### config.mk
export PLATFORM = sky130hd
export DESIGN_NAME = serial_magnitude_comparator
export DESIGN_NICKNAME = d
export VERILOG_FILES = /design/src/rtl/serial_magnitude_comparator.sv
export SDC_FILE = /design/constraint.sdc
export NUM_CORES = 1
export LEC_CHECK = 0
export ABC_CLOCK_PERIOD_IN_PS = 3200
export BUFFER_PORTS_ARGS = -buffer_cell sky130_fd_sc_hd__buf_2
export CAP_MARGIN = 30
export CORE_UTILIZATION = 52
export CTS_BUF_LIST = sky130_fd_sc_hd__clkbuf_4
export CTS_CLUSTER_SIZE = 14
export DETAILED_ROUTE_END_ITERATION = 6
export PLACE_DENSITY = 0.76
export SLEW_MARGIN = 20
export SYNTH_ARGS = -nofsm -noshare
export SYNTH_HDL_FRONTEND = slang
export SYNTH_SLANG_ARGS = --single-unit
### constraint.sdc
create_clock -name clk -period 3.2 [get_ports clk]
set_input_delay 0.8 -clock clk [delete_from_list [all_inputs] [get_ports clk]]
set_output_delay 0.8 -clock clk [all_outputs]
set_load 0.005 [all_outputs]
### src/rtl/serial_magnitude_comparator.sv
// Bit-serial unsigned magnitude comparator.
// The operands are captured on start and compared MSB first, one bit pair
// per clock. The comparison stops at the first bit pair that differs.
// State table:
//   IDLE  | waiting for start; results from the last comparison are held
//   SHIFT | comparing one bit pair per cycle, MSB first
module serial_magnitude_comparator #(
    parameter int WIDTH = 8
) (
    input  logic                           clk,
    input  logic                           rst_n,
    input  logic                           start,
    input  logic [WIDTH-1:0]               a_in,
    input  logic [WIDTH-1:0]               b_in,
    output logic                           busy,
    output logic                           done,
    output logic                           g,
    output logic                           e,
    output logic                           l,
    output logic [$clog2(WIDTH+1)-1:0]     bits_used
);

    localparam int CW = $clog2(WIDTH + 1);
    localparam logic [CW-1:0] WIDTH_C = CW'(WIDTH);
    localparam logic [CW-1:0] ONE_C   = CW'(1);

    typedef enum logic {
        IDLE  = 1'b0,
        SHIFT = 1'b1
    } state_t;

    state_t            state_q, state_d;
    logic [WIDTH-1:0]  a_q, a_d;
    logic [WIDTH-1:0]  b_q, b_d;
    logic [CW-1:0]     cnt_q, cnt_d;
    logic              done_q, done_d;
    logic              g_q, g_d;
    logic              e_q, e_d;
    logic              l_q, l_d;
    logic [CW-1:0]     used_q, used_d;

    // Register all state; reset leaves an "equal" result with nothing examined.
    always_ff @(posedge clk) begin
        if (!rst_n) begin
            state_q <= IDLE;
            a_q     <= '0;
            b_q     <= '0;
            cnt_q   <= '0;
            done_q  <= 1'b0;
            g_q     <= 1'b0;
            e_q     <= 1'b1;
            l_q     <= 1'b0;
            used_q  <= '0;
        end else begin
            state_q <= state_d;
            a_q     <= a_d;
            b_q     <= b_d;
            cnt_q   <= cnt_d;
            done_q  <= done_d;
            g_q     <= g_d;
            e_q     <= e_d;
            l_q     <= l_d;
            used_q  <= used_d;
        end
    end

    // Next-state logic: capture on start, then compare/shift until a decision.
    always_comb begin
        state_d = state_q;
        a_d     = a_q;
        b_d     = b_q;
        cnt_d   = cnt_q;
        done_d  = 1'b0;
        g_d     = g_q;
        e_d     = e_q;
        l_d     = l_q;
        used_d  = used_q;

        case (state_q)
            IDLE: begin
                if (start) begin
                    a_d     = a_in;
                    b_d     = b_in;
                    cnt_d   = WIDTH_C;
                    state_d = SHIFT;
                end
            end
            SHIFT: begin
                a_d   = a_q << 1;
                b_d   = b_q << 1;
                cnt_d = cnt_q - ONE_C;
                if (a_q[WIDTH-1] != b_q[WIDTH-1]) begin
                    // Pairs examined so far = WIDTH - remaining + 1.
                    g_d     = a_q[WIDTH-1];
                    e_d     = 1'b0;
                    l_d     = b_q[WIDTH-1];
                    used_d  = WIDTH_C - cnt_q + ONE_C;
                    done_d  = 1'b1;
                    state_d = IDLE;
                end else if (cnt_q == ONE_C) begin
                    g_d     = 1'b0;
                    e_d     = 1'b1;
                    l_d     = 1'b0;
                    used_d  = WIDTH_C;
                    done_d  = 1'b1;
                    state_d = IDLE;
                end
            end
            default: begin
                state_d = IDLE;
            end
        endcase
    end

    assign busy      = (state_q == SHIFT);
    assign done      = done_q;
    assign g         = g_q;
    assign e         = e_q;
    assign l         = l_q;
    assign bits_used = used_q;

endmodule

; Yosys cells after proc, flatten, opt, wreduce, memory -nomap -nowiden
; Cells that the tools add are included.
[totals]
register_bits = 29
inputBits = 19
output_inout_bits = 9
[op_classes]
n_addsub = 3
n_eq_ne = 3
n_mux = 19
bitwise = 1
reduce_logical = 3
[ops]
columns = cell, n
row1 = one-hot mux 8 bit (2 select lines), 2
row2 = 2-to-1 mux 8 bit, 2
row3 = 2-to-1 mux 4 bit, 3
row4 = 2-to-1 mux 1 bit, 10
row5 = one-hot mux 4 bit (2 select lines), 1
row6 = adder 4 x 1 -> 4 bit (second input constant), 1
row7 = equality test 4 x 1 -> 1 bit (second input constant), 1
row8 = AND reduction 2 bit, 2
row9 = subtractor 4 x 1 -> 4 bit (second input constant), 1
row10 = subtractor 4 bit (first input constant), 1
row11 = inequality test 2 bit (second input constant), 1
row12 = one-hot mux 1 bit (2 select lines), 1
row13 = nonzero test 2 bit, 1
row14 = inequality test 1 bit, 1
row15 = inverter 1 bit, 1

; Longest topological paths before layout
; Gate-level depths: netlist (run 1).
[depth]
depth_word = 4
depth_mapped = 5
mapped_depth_nobuf = 5

; Least setup slack after synthesis (run 1)
; OpenSTA, ideal clock, no wires.
[synth_timing]
kind = input -> register
start = input port start
end = register a_q[3]
setup_time_ns = 0.128
t_arrival_ns = 1.523
t_required_ns = 3.072
slack_ns = 1.550
stages = 5
cell_sequence = buf_6 -> buf_6 -> mux2_2 -> mux2i_1 -> nor2_1
[synth_between]
elab_chain_cells = 1
[synth_lines]
columns = element, line
row1 = "start, declared", 12  ; input logic start,
row2 = inequality test 2 bit (no source line), --
row3 = "end signal, assigned", 46  ; a_q <= '0;
row4 = "end signal, assigned", 56  ; a_q <= a_d;
row5 = "end, declared", 33  ; logic [WIDTH-1:0] a_q, a_d;
; Every way passes these cells.
; A chain may end at the register's enable or synchronous reset.

; Worst setup path in the final report (run 1)
[layout_timing]
start = register state_q, in the netlist busy
end = output port busy
[layout_lines]
columns = element, line
row1 = "start, declared", 32  ; state_t state_q, state_d;
row2 = "start signal, assigned", 55  ; state_q <= state_d;
row3 = "end, declared", 15  ; output logic busy,
; No word-level cell between the ends.

==> out/metrics.cfg, run 1 <==
[status]
outcome=finished clean

[timing]
min_period_over_period=0.600
final_critical_period_ns=1.92
drv_slew=0
setup_repair_after_global_routing_missed_its_margin=false
finalSetupViolations=0
hold_violations=0
final_critical_path_setup_slack_ns=1.28
relSlewSlack=0.561
fmax_ghz=0.521
fin_worst_skew_ns=0.00799
timing_worst_slew_pin_value_ns=0.658
timing.setup.tns_ns=0

[global_route]
vias_in_the_first_global_route=939
grt_first_pass_wirelength_mm=4.04
initial_antenna_violation_count=0
pin_count_of_the_biggest_net_entering_global_routing=22
globalRoute.totalOverflow=0
grt_usage=0.207

[place]
place.detailed.hpwl_mm=1.64
place.gp.congestion=0.745
dp_cells=182
port_buffers=27
place_ws_ns=1.32

[synthesis]
synth.yosys.seq_area_share=0.428
async_reset_ff_frac=0
post_syn_area_per_cell_um2=10.3
post-synth-top-area-cell=dfxtp_1
synthDominantCellAreaShare=0.428
yosys_register_bits=29
post_synth_instance_area_mm2=0.00136
synthesis.nets=157
syn-instance-count=132
netlist_top_cells_area=dfxtp_1 (43%), mux2i_1 (14%), mux2_2 (12%)
synth_enable_flop_cells=0
synthFlopType=dfxtp_1
synth_cell_types=28
yosys_warn_count=0

[critical_path]
critical_path.top_delay_family=flip-flops
path_max_fanout=9
timing.critical_path.required_ns=2.40
cp-start-kind=register
critPathMaxStageDelay_ns=0.60
worst-setup-path-type=reg2out
cpMaxStageDelayCell=dfxtp_1
crit_end_category=output port
worstPathArrival_ns=1.12
path_cells=buf_2
cp.buffers_inverters=1

[detailed_routing]
drt_pass1_iterations=2
drtAntennaViolNets=0
vias_per_cell=5.23
drt-wirelength-per-cell_um=12.3
number_of_drc_violations_after_detailed_routing_iteration_0=4
detailroute.via_count=989
drt_drc_violations_left=0
routed_wl_mm=2.33

[pwr]
power_mw=0.741
power.share.clock=0.283
sw_pwr_mw=0.200
ir_drop_v=0.000371
comb_power_share=0.169
sw_frac_of_total=0.270
seq_power_share=0.548
internal_power_mw=0.541
power_leakage_nw=0.670
pwr_density_cell_mw_per_mm2=483

[finish]
post_layout_nonfiller_instances=189
insertedDiodeCount=0
fill_cell_count=227
layout.cells.most_common=dfxtp_1
final_core_util=0.619
area_growth_syn_to_layout_pct=13.1
drive_gt1_frac=0.327
most-common-layout-cells=dfxtp_1 (29), buf_2 (27), mux2i_1 (19)
layout.nets=184

[floorplan]
dieArea_mm2=0.00282
die_height_um=53.1
initial_core_util=0.547
placeableCoreArea_mm2=0.00248
die_x_um=53.1
placement_rows=18
num_io_pins=28

[min_path]
timing.hold.worst.class=reg2reg

[clocking]
root_buffer=clkbuf_4
clock_sink_count=29
postcts_resize_cnt=0
cts_max_path_buffers=2
tritoncts=yes
cts_setup_buffers=0
clk_transition_reported_paths_ns=0.09
h-tree-depth=2
cts_inserted_buffers=5
cts_hold_repair.buffers=0
clkLatencyLatePin_ns=0.33

[job]
drv.max_cap_violation_count=0

## worst paths after layout
path                                   start           end  slack (ns)  depth (start not counted)
worst max-delay path                    busy          busy        1.28                          1
worst min-delay path            bits_used[0]  bits_used[0]        0.47                          2
worst max register to register          busy             g        1.58                          4
worst min register to register  bits_used[0]  bits_used[0]        0.47                          2
## worst reg2reg max path: cells and delay by family (launching register included)
family | cells | cell delay [ns]
compound gates | 1 | 0.16
buf+inv | 1 | 0.34
flops | 1 | 0.60
mux | 1 | 0.27
simple gates | 1 | 0.17
## sequential cells by signal, indices dropped and copies added (netlist names)
name,cells
cnt_q,4
e,1
a_q,8
b_q,8
bits_used,4
g,1
l,1
done,1
busy,1
## logic make-up after synthesis
kind of cell / synth area share
AOI/OAI and AO/OA: 0.0784
xor gates and xnor gates: 0.00646
adders and majority gates: 0.0553
buffers and inverters: 0.0544
DFF: 0.428
muxes: 0.256
and+or+nand+nor: 0.121
## power by group through the flow
stage | Clock (mW) | Combinational (mW) | Sequential, mW
after floorplan | 0 | 0.103 | 0.408
after global placement | 0 | 0.121 | 0.414
after detailed placement | 0 | 0.126 | 0.415
after CTS | 0.211 | 0.126 | 0.407
after global routing | 0.228 | 0.141 | 0.411
final | 0.209 | 0.125 | 0.406
## area by class of cell
type | count | area, um^2 | share of cell area
multi-input cells | 89 | 702 | 0.458
flip-flops and latches | 29 | 581 | 0.378
clock inverters | 1 | 3.75 | 0.00245
repair buffers | 28 | 143 | 0.0930
clock buffers | 6 | 45.0 | 0.0294
inverters | 6 | 22.5 | 0.0147
well taps | 30 | 37.5 | 0.0245
## through the flow
stage                     cell area [um^2]  hold slack [ns]
final                                 1530            0.468
after global routing                  1530            0.495
after CTS                             1530            0.471
after detailed placement              1490            0.457
after global placement                1490            0.441
after floorplan                       1360            0.451
## metal layers
metal / vias to the layer above / share of wire / GRT usage / wire length (um)
met5: - / 0 / 0 / 0
met4: 0 / 0.018 / 0.0789 / 43
met3: 7 / 0.044 / 0.0948 / 102
met2: 17 / 0.49 / 0.331 / 1140
met1: 460 / 0.45 / 0.237 / 1040
li1: 505 / - / - / -
## cell usage after synthesis (2+ instances only)
| master | count |
|---|---|
| inv_1 | 6 |
| o32ai_1 | 2 |
| buf_6 | 2 |
| mux2i_1 | 19 |
| nand2b_1 | 3 |
| clkbuf_1 | 3 |
| buf_2 | 2 |
| dfxtp_1 | 29 |
| o221a_1 | 2 |
| nand2_1 | 9 |
| ha_1 | 6 |
| nor2_1 | 18 |
| a21oi_1 | 3 |
| mux2_2 | 14 |
Power figures use the tool's default switching activity.
==> inputs of run 2 (changes only) <==
--- a/config.mk
+++ b/config.mk
@@ -5,7 +5,7 @@
 export SDC_FILE = /design/constraint.sdc
 export NUM_CORES = 1
 export LEC_CHECK = 0
-export ABC_CLOCK_PERIOD_IN_PS = 3200
+export ABC_CLOCK_PERIOD_IN_PS = 1900
 export BUFFER_PORTS_ARGS = -buffer_cell sky130_fd_sc_hd__buf_2
 export CAP_MARGIN = 30
 export CORE_UTILIZATION = 52
==> constraint.sdc (replaced) <==
create_clock -name clk -period 1.9 [get_ports clk]
set_input_delay 0.475 -clock clk [delete_from_list [all_inputs] [get_ports clk]]
set_output_delay 0.475 -clock clk [all_outputs]
set_load 0.005 [all_outputs]
==> run 2 against run 1 <==
  * Wire length up 5.1%
  * Global-route usage down 0.17 points
  * Power up 68%
  * Register-to-register slack worse by 1.1 ns
  * Critical path depth up 4
  * Clock skew down 0.0038 ns
  * Worst hold slack worse by 0.074 ns
  * Via count up 0.61%
  * Sequential power up 68%
==> out/metrics.cfg, run 2 (synthesis results as in run 1) <==
[status]
outcome=finished clean

[finish]
layout.cells.most_common=dfxtp_1
most-common-layout-cells=dfxtp_1 (29), buf_2 (27), mux2i_1 (19)
insertedDiodeCount=0
reg.largest.list=a_q x8, b_q x8
layout.nets=185
drive_gt1_frac=0.331
area_growth_syn_to_layout_pct=13.7

[critical_path]
rr_startpoint=cnt_q[1]
path_max_fanout=9
cp-start-kind=register
cells_on_worst_reg2reg_path=5
rrSetupSlack_ns=0.46
worstPathArrival_ns=1.69
rr_endpoint=g
timing.critical_path.required_ns=2.15
worst-setup-path-type=reg2reg
crit_end_category=register

[clocking]
tritoncts=yes
cts_setup_buffers=0
root_buffer=clkbuf_4
clkLatencyLatePin_ns=0.32
cts_max_path_buffers=2
clock_sink_count=29
h-tree-depth=2
postcts_resize_cnt=0
cts_hold_repair.buffers=0
cts_inserted_buffers=5
clk_transition_reported_paths_ns=0.08

[timing]
hold_violations=0
timing_worst_slew_pin_value_ns=0.671
final_critical_path_setup_slack_ns=0.465
hold_ws_ns=0.394
relSlewSlack=0.552
fmax_ghz=0.697
drv_slew=0
timing.setup.tns_ns=0
finalSetupViolations=0
final_critical_period_ns=1.44
setup_repair_after_global_routing_missed_its_margin=false
min_period_over_period=0.756
fin_worst_skew_ns=0.00420

[detailed_routing]
vias_per_cell=5.24
drt_drc_violations_left=0
drt_pass1_iterations=3
detailroute.via_count=995
drt-wirelength-per-cell_um=12.9
drtAntennaViolNets=0
routed_wl_mm=2.44
number_of_drc_violations_after_detailed_routing_iteration_0=14

[pwr]
sw_frac_of_total=0.267
power.share.clock=0.277
ir_drop_v=0.000520
comb_power_share=0.176
power_leakage_nw=0.675
pwr_density_cell_mw_per_mm2=808
sw_pwr_mw=0.332
power_mw=1.25
internal_power_mw=0.913
seq_power_share=0.547

[floorplan]
initial_core_util=0.547
placeableCoreArea_mm2=0.00248
die_x_um=53.1
num_io_pins=28
dieArea_mm2=0.00282
die_height_um=53.1
placement_rows=18

[place]
place_ws_ns=0.314
place.detailed.hpwl_mm=1.76
place.gp.congestion=0.749
port_buffers=27

[min_path]
holdPathStages=3
worst_hold_startpoint=a_in[0]
hold_path_end=a_q[0]
timing.hold.worst.class=in2reg

[global_route]
grt_first_pass_wirelength_mm=3.98
vias_in_the_first_global_route=922
initial_antenna_violation_count=0
globalRoute.totalOverflow=0
pin_count_of_the_biggest_net_entering_global_routing=22
grt_usage=0.205

[job]
drv.max_cap_violation_count=0

run 2: cell types whose count changed in the layout (fill, tap and decap cells not counted), sizes merged:
cell  change
buf       +1
run 2: power groups by stage:
stage	logic, mW	clock network (mW)	registers (mW)
4_1_cts	0.223	0.360	0.681
3_5_place_dp	0.222	0	0.695
2_1_floorplan	0.173	0	0.687
5_1_grt	0.247	0.389	0.687
6_report	0.220	0.345	0.681
3_3_place_gp	0.212	0	0.693
run 2: area by class of cell:
cell class | instances | area (um^2)
well taps | 30 | 37.5
fillers | 229 | 936
repair buffers | 29 | 150
inverters | 6 | 22.5
multi-input cells | 89 | 702
clock buffers | 6 | 45.0
flip-flops and latches | 29 | 581
clock inverters | 1 | 3.75
run 2: how the worst max path moves through the flow:
stage,start,end,slack [ns]
2_1_floorplan,start,a_q[3],0.57
3_3_place_gp,start,a_q[5],0.40
3_5_place_dp,start,a_q[1],0.31
4_1_cts,cnt_q[1],g,0.44
5_1_grt,cnt_q[1],g,0.34
6_report,cnt_q[1],g,0.46
run 2: worst max-delay path, stage by stage (launching register included):
cell     delay, ns
dfxtp_1       0.31
inv_1         0.14
ha_1          0.19
nand2_2       0.07
o31ai_4       0.42
mux2i_1       0.24
run 2: per-layer routing:
metal	vias to the layer above	part of all wire	GRT usage	wire [um]
met5	-	0	0	0
met4	0	0.011	0.0789	27
met3	5	0.043	0.0862	105
met2	18	0.51	0.331	1250
met1	467	0.43	0.238	1060
li1	505	-	-	-
run 2: stage by stage:
stage	area, um^2	util	std cells
4_1_cts	1540	0.622	190
5_1_grt	1540	0.622	190
2_1_floorplan	1360	-	132
3_5_place_dp	1490	0.603	183
3_3_place_gp	1490	0.603	183
6_report	1540	0.622	190
==> inputs of run 3 (changes only) <==
--- a/config.mk
+++ b/config.mk
@@ -5,7 +5,8 @@
 export SDC_FILE = /design/constraint.sdc
 export NUM_CORES = 1
 export LEC_CHECK = 0
-export ABC_CLOCK_PERIOD_IN_PS = 1900
+export ABC_AREA = 1
+export ABC_CLOCK_PERIOD_IN_PS = 1400
 export BUFFER_PORTS_ARGS = -buffer_cell sky130_fd_sc_hd__buf_2
 export CAP_MARGIN = 30
 export CORE_UTILIZATION = 52
==> constraint.sdc (replaced) <==
create_clock -name clk -period 1.4 [get_ports clk]
set_input_delay 0.35 -clock clk [delete_from_list [all_inputs] [get_ports clk]]
set_output_delay 0.35 -clock clk [all_outputs]
set_load 0.005 [all_outputs]
==> run 3 against run 2 <==
  * Setup slack lost 0.37 ns
  * Clock skew is essentially flat
  * Wire length rose by 17%
  * Power up 39%
  * Largest cell class unchanged
  * Highest routed layer unchanged
  * Combinational power grew 54%
  * Critical endpoint is now busy
  * Via count grew 32%
  * Worst hold slack got worse by 0.12 ns
  * Global-route usage up 2.3 points
  * Register-to-register slack got worse by 0.34 ns
  * Cell area up 7.6%
  * Largest power group unchanged
  * Die area grew 6.3%
==> out/metrics.cfg, run 3 <==
[global_route]
grt_usage=0.228
initial_antenna_violation_count=0
globalRoute.totalOverflow=0
grt_first_pass_wirelength_mm=4.75
vias_in_the_first_global_route=1118
pin_count_of_the_biggest_net_entering_global_routing=21

[detailed_routing]
vias_per_cell=4.98
drt-wirelength-per-cell_um=10.8
drt_drc_violations_left=0
drt_pass1_iterations=4
routed_wl_mm=2.85
drtAntennaViolNets=0
detailroute.via_count=1315
number_of_drc_violations_after_detailed_routing_iteration_0=22

[critical_path]
rrSetupSlack_ns=0.12
worstPathArrival_ns=0.95
rr_startpoint=a_q[7]
cpMaxStageDelayCell=dfxtp_4
worst-setup-path-type=reg2out
path_cells=buf_8, buf_2
critPathMaxStageDelay_ns=0.41
cp-start-kind=register
path_max_fanout=6
critPathLaunch=busy
timing.critical_path.required_ns=1.05
crit_end_category=output port

[clocking]
clkLatencyLatePin_ns=0.31
h-tree-depth=2
clock_sink_count=29
root_buffer=clkbuf_4
cts_hold_repair.buffers=0
cts_inserted_buffers=5
cts_max_path_buffers=2
clk_transition_reported_paths_ns=0.09
tritoncts=yes

[finish]
layout.nets=258
layout.cells.most_common=nand2_1
most-common-layout-cells=nand2_1 (72), dfxtp_1 (28), buf_2 (27)
insertedDiodeCount=0
fill_cell_count=243
drive_gt1_frac=0.248
area_growth_syn_to_layout_pct=14.8
reg.largest.list=a_q x8, b_q x8
layout.area.seq_um2=584
multiInputGateArea_um2=702

[timing]
relSlewSlack=0.754
timing.setup.tns_ns=0
fmax_ghz=0.767
drv_slew=0
timing_worst_slew_pin_value_ns=0.369
final_critical_period_ns=1.30
finalSetupViolations=0
setup_repair_after_global_routing_missed_its_margin=false
hold_violations=0
min_period_over_period=0.931
fin_worst_skew_ns=0.00468

[place]
place.detailed.hpwl_mm=1.95
port_buffers=27
place.gp.congestion=0.853

[floorplan]
dieArea_mm2=0.00299
placeableCoreArea_mm2=0.00254
die_x_um=54.7
num_io_pins=28
die_height_um=54.7
initial_core_util=0.568
placement_rows=18

[min_path]
worst_hold_startpoint=b_in[0]
timing.hold.worst.class=in2reg

[synthesis]
synth.area.mux_share=0
synth-adder-area-share=0.0519
synthesis.nets=227
synth_top_family_by_area=simple AND/OR/NAND/NOR gates
post_syn_area_per_cell_um2=7.15
synthDominantCellAreaShare=0.402
synth_cell_types=17
post_synth_instance_area_mm2=0.00145
syn-instance-count=202
yosys_register_bits=29
post-synth-top-area-cell=dfxtp_1
async_reset_ff_frac=0
synth.most_common_cell=nand2_1
yosys.area_share.xor_xnor=0
synthFlopType=dfxtp_1
commonest_cells_in_the_synthesized_netlist=nand2_1 (74), dfxtp_1 (29), inv_1 (27), nand3_1 (18), nand4_1 (10)
synth_simple_gate_area_share=0.404
yosys_warn_count=0
synth.yosys.seq_area_share=0.402
area_fraction_in_compound_gates_after_synthesis=0.0242
netlist_top_cells_area=dfxtp_1 (40%), nand2_1 (19%), inv_1 (7.0%)
synth_enable_flop_cells=0

[pwr]
power_leakage_nw=0.932
pwr_density_cell_mw_per_mm2=1040
ir_drop_v=0.000848
power_mw=1.73

[job]
drv.max_cap_violation_count=0

[status]
outcome=finished clean

-- run 3: cell types whose count changed in the layout (fill, tap and decap cells not counted), sizes merged, moves of 10 or more --
cell	previous run	this run
inv	6	28
mux2	14	0
mux2i	19	0
nand2	10	82
nand3	1	21
nand4	0	10
-- run 3: area by class of cell --
class	count	share of cell area
multi-input cells	137	0.423
flip-flops and latches	29	0.352
repair buffers	32	0.109
inverters	28	0.0633
clock buffers	5	0.0226
well taps	30	0.0226
clock inverters	3	0.00754
-- run 3: cells by family (layout without fill, tap and decap cells) --
logic type | count (synthesis) | after routing
compound gates | 7 | 7
flops | 29 | 29
simple gates | 124 | 124
fa+ha+maj | 6 | 6
buf+inv | 36 | 68
-- run 3: worst max-delay path, delay by kind of cell (launching register included) --
kind	cells	cell delay, ns
flops	1	0.41
buf+inv	2	0.22
-- run 3: what timing repair did --
item                                    4_1_cts  5_1_grt
gates resized for setup                       3        6
gates cloned                                  0        0
endpoints found under the setup margin        1        9
buffers inserted                              0        1
-- run 3: routing by layer --
| layer | wire, um | global-route usage |
|---|---|---|
| met5 | 0 | 0 |
| met4 | 39 | 0.0940 |
| met3 | 124 | 0.0583 |
| met2 | 1280 | 0.341 |
| met1 | 1400 | 0.307 |
-- run 3: worst paths after layout --
kind / endpoint / depth (start not counted)
max reg2reg: e / 6
max: busy / 2
min reg2reg: l / 2
min: b_q[0] / 3
-- run 3: power breakdown --
| group | switching [mW] | total (mW) | leakage [nW] | internal, mW |
|---|---|---|---|---|
| clock network | 0.287 | 0.468 | 0.0300 | 0.181 |
| logic | 0.203 | 0.338 | 0.664 | 0.134 |
| registers | 0.0400 | 0.920 | 0.238 | 0.880 |
-- run 3: metrics by stage --
step / setup slack [ns] / area, um^2 / hold WS, ns / instances / util
finish: 0.0961 / 1660 / 0.274 / 264 / 0.652
global route: 0.0140 / 1660 / 0.266 / 264 / 0.652
CTS: 0.00260 / 1640 / 0.275 / 263 / 0.645
detailed placement: 0.0211 / 1580 / 0.464 / 255 / 0.622
global placement: 0.0483 / 1580 / 0.454 / 255 / 0.622
floorplan: 0.172 / 1450 / 0.444 / 202 / -
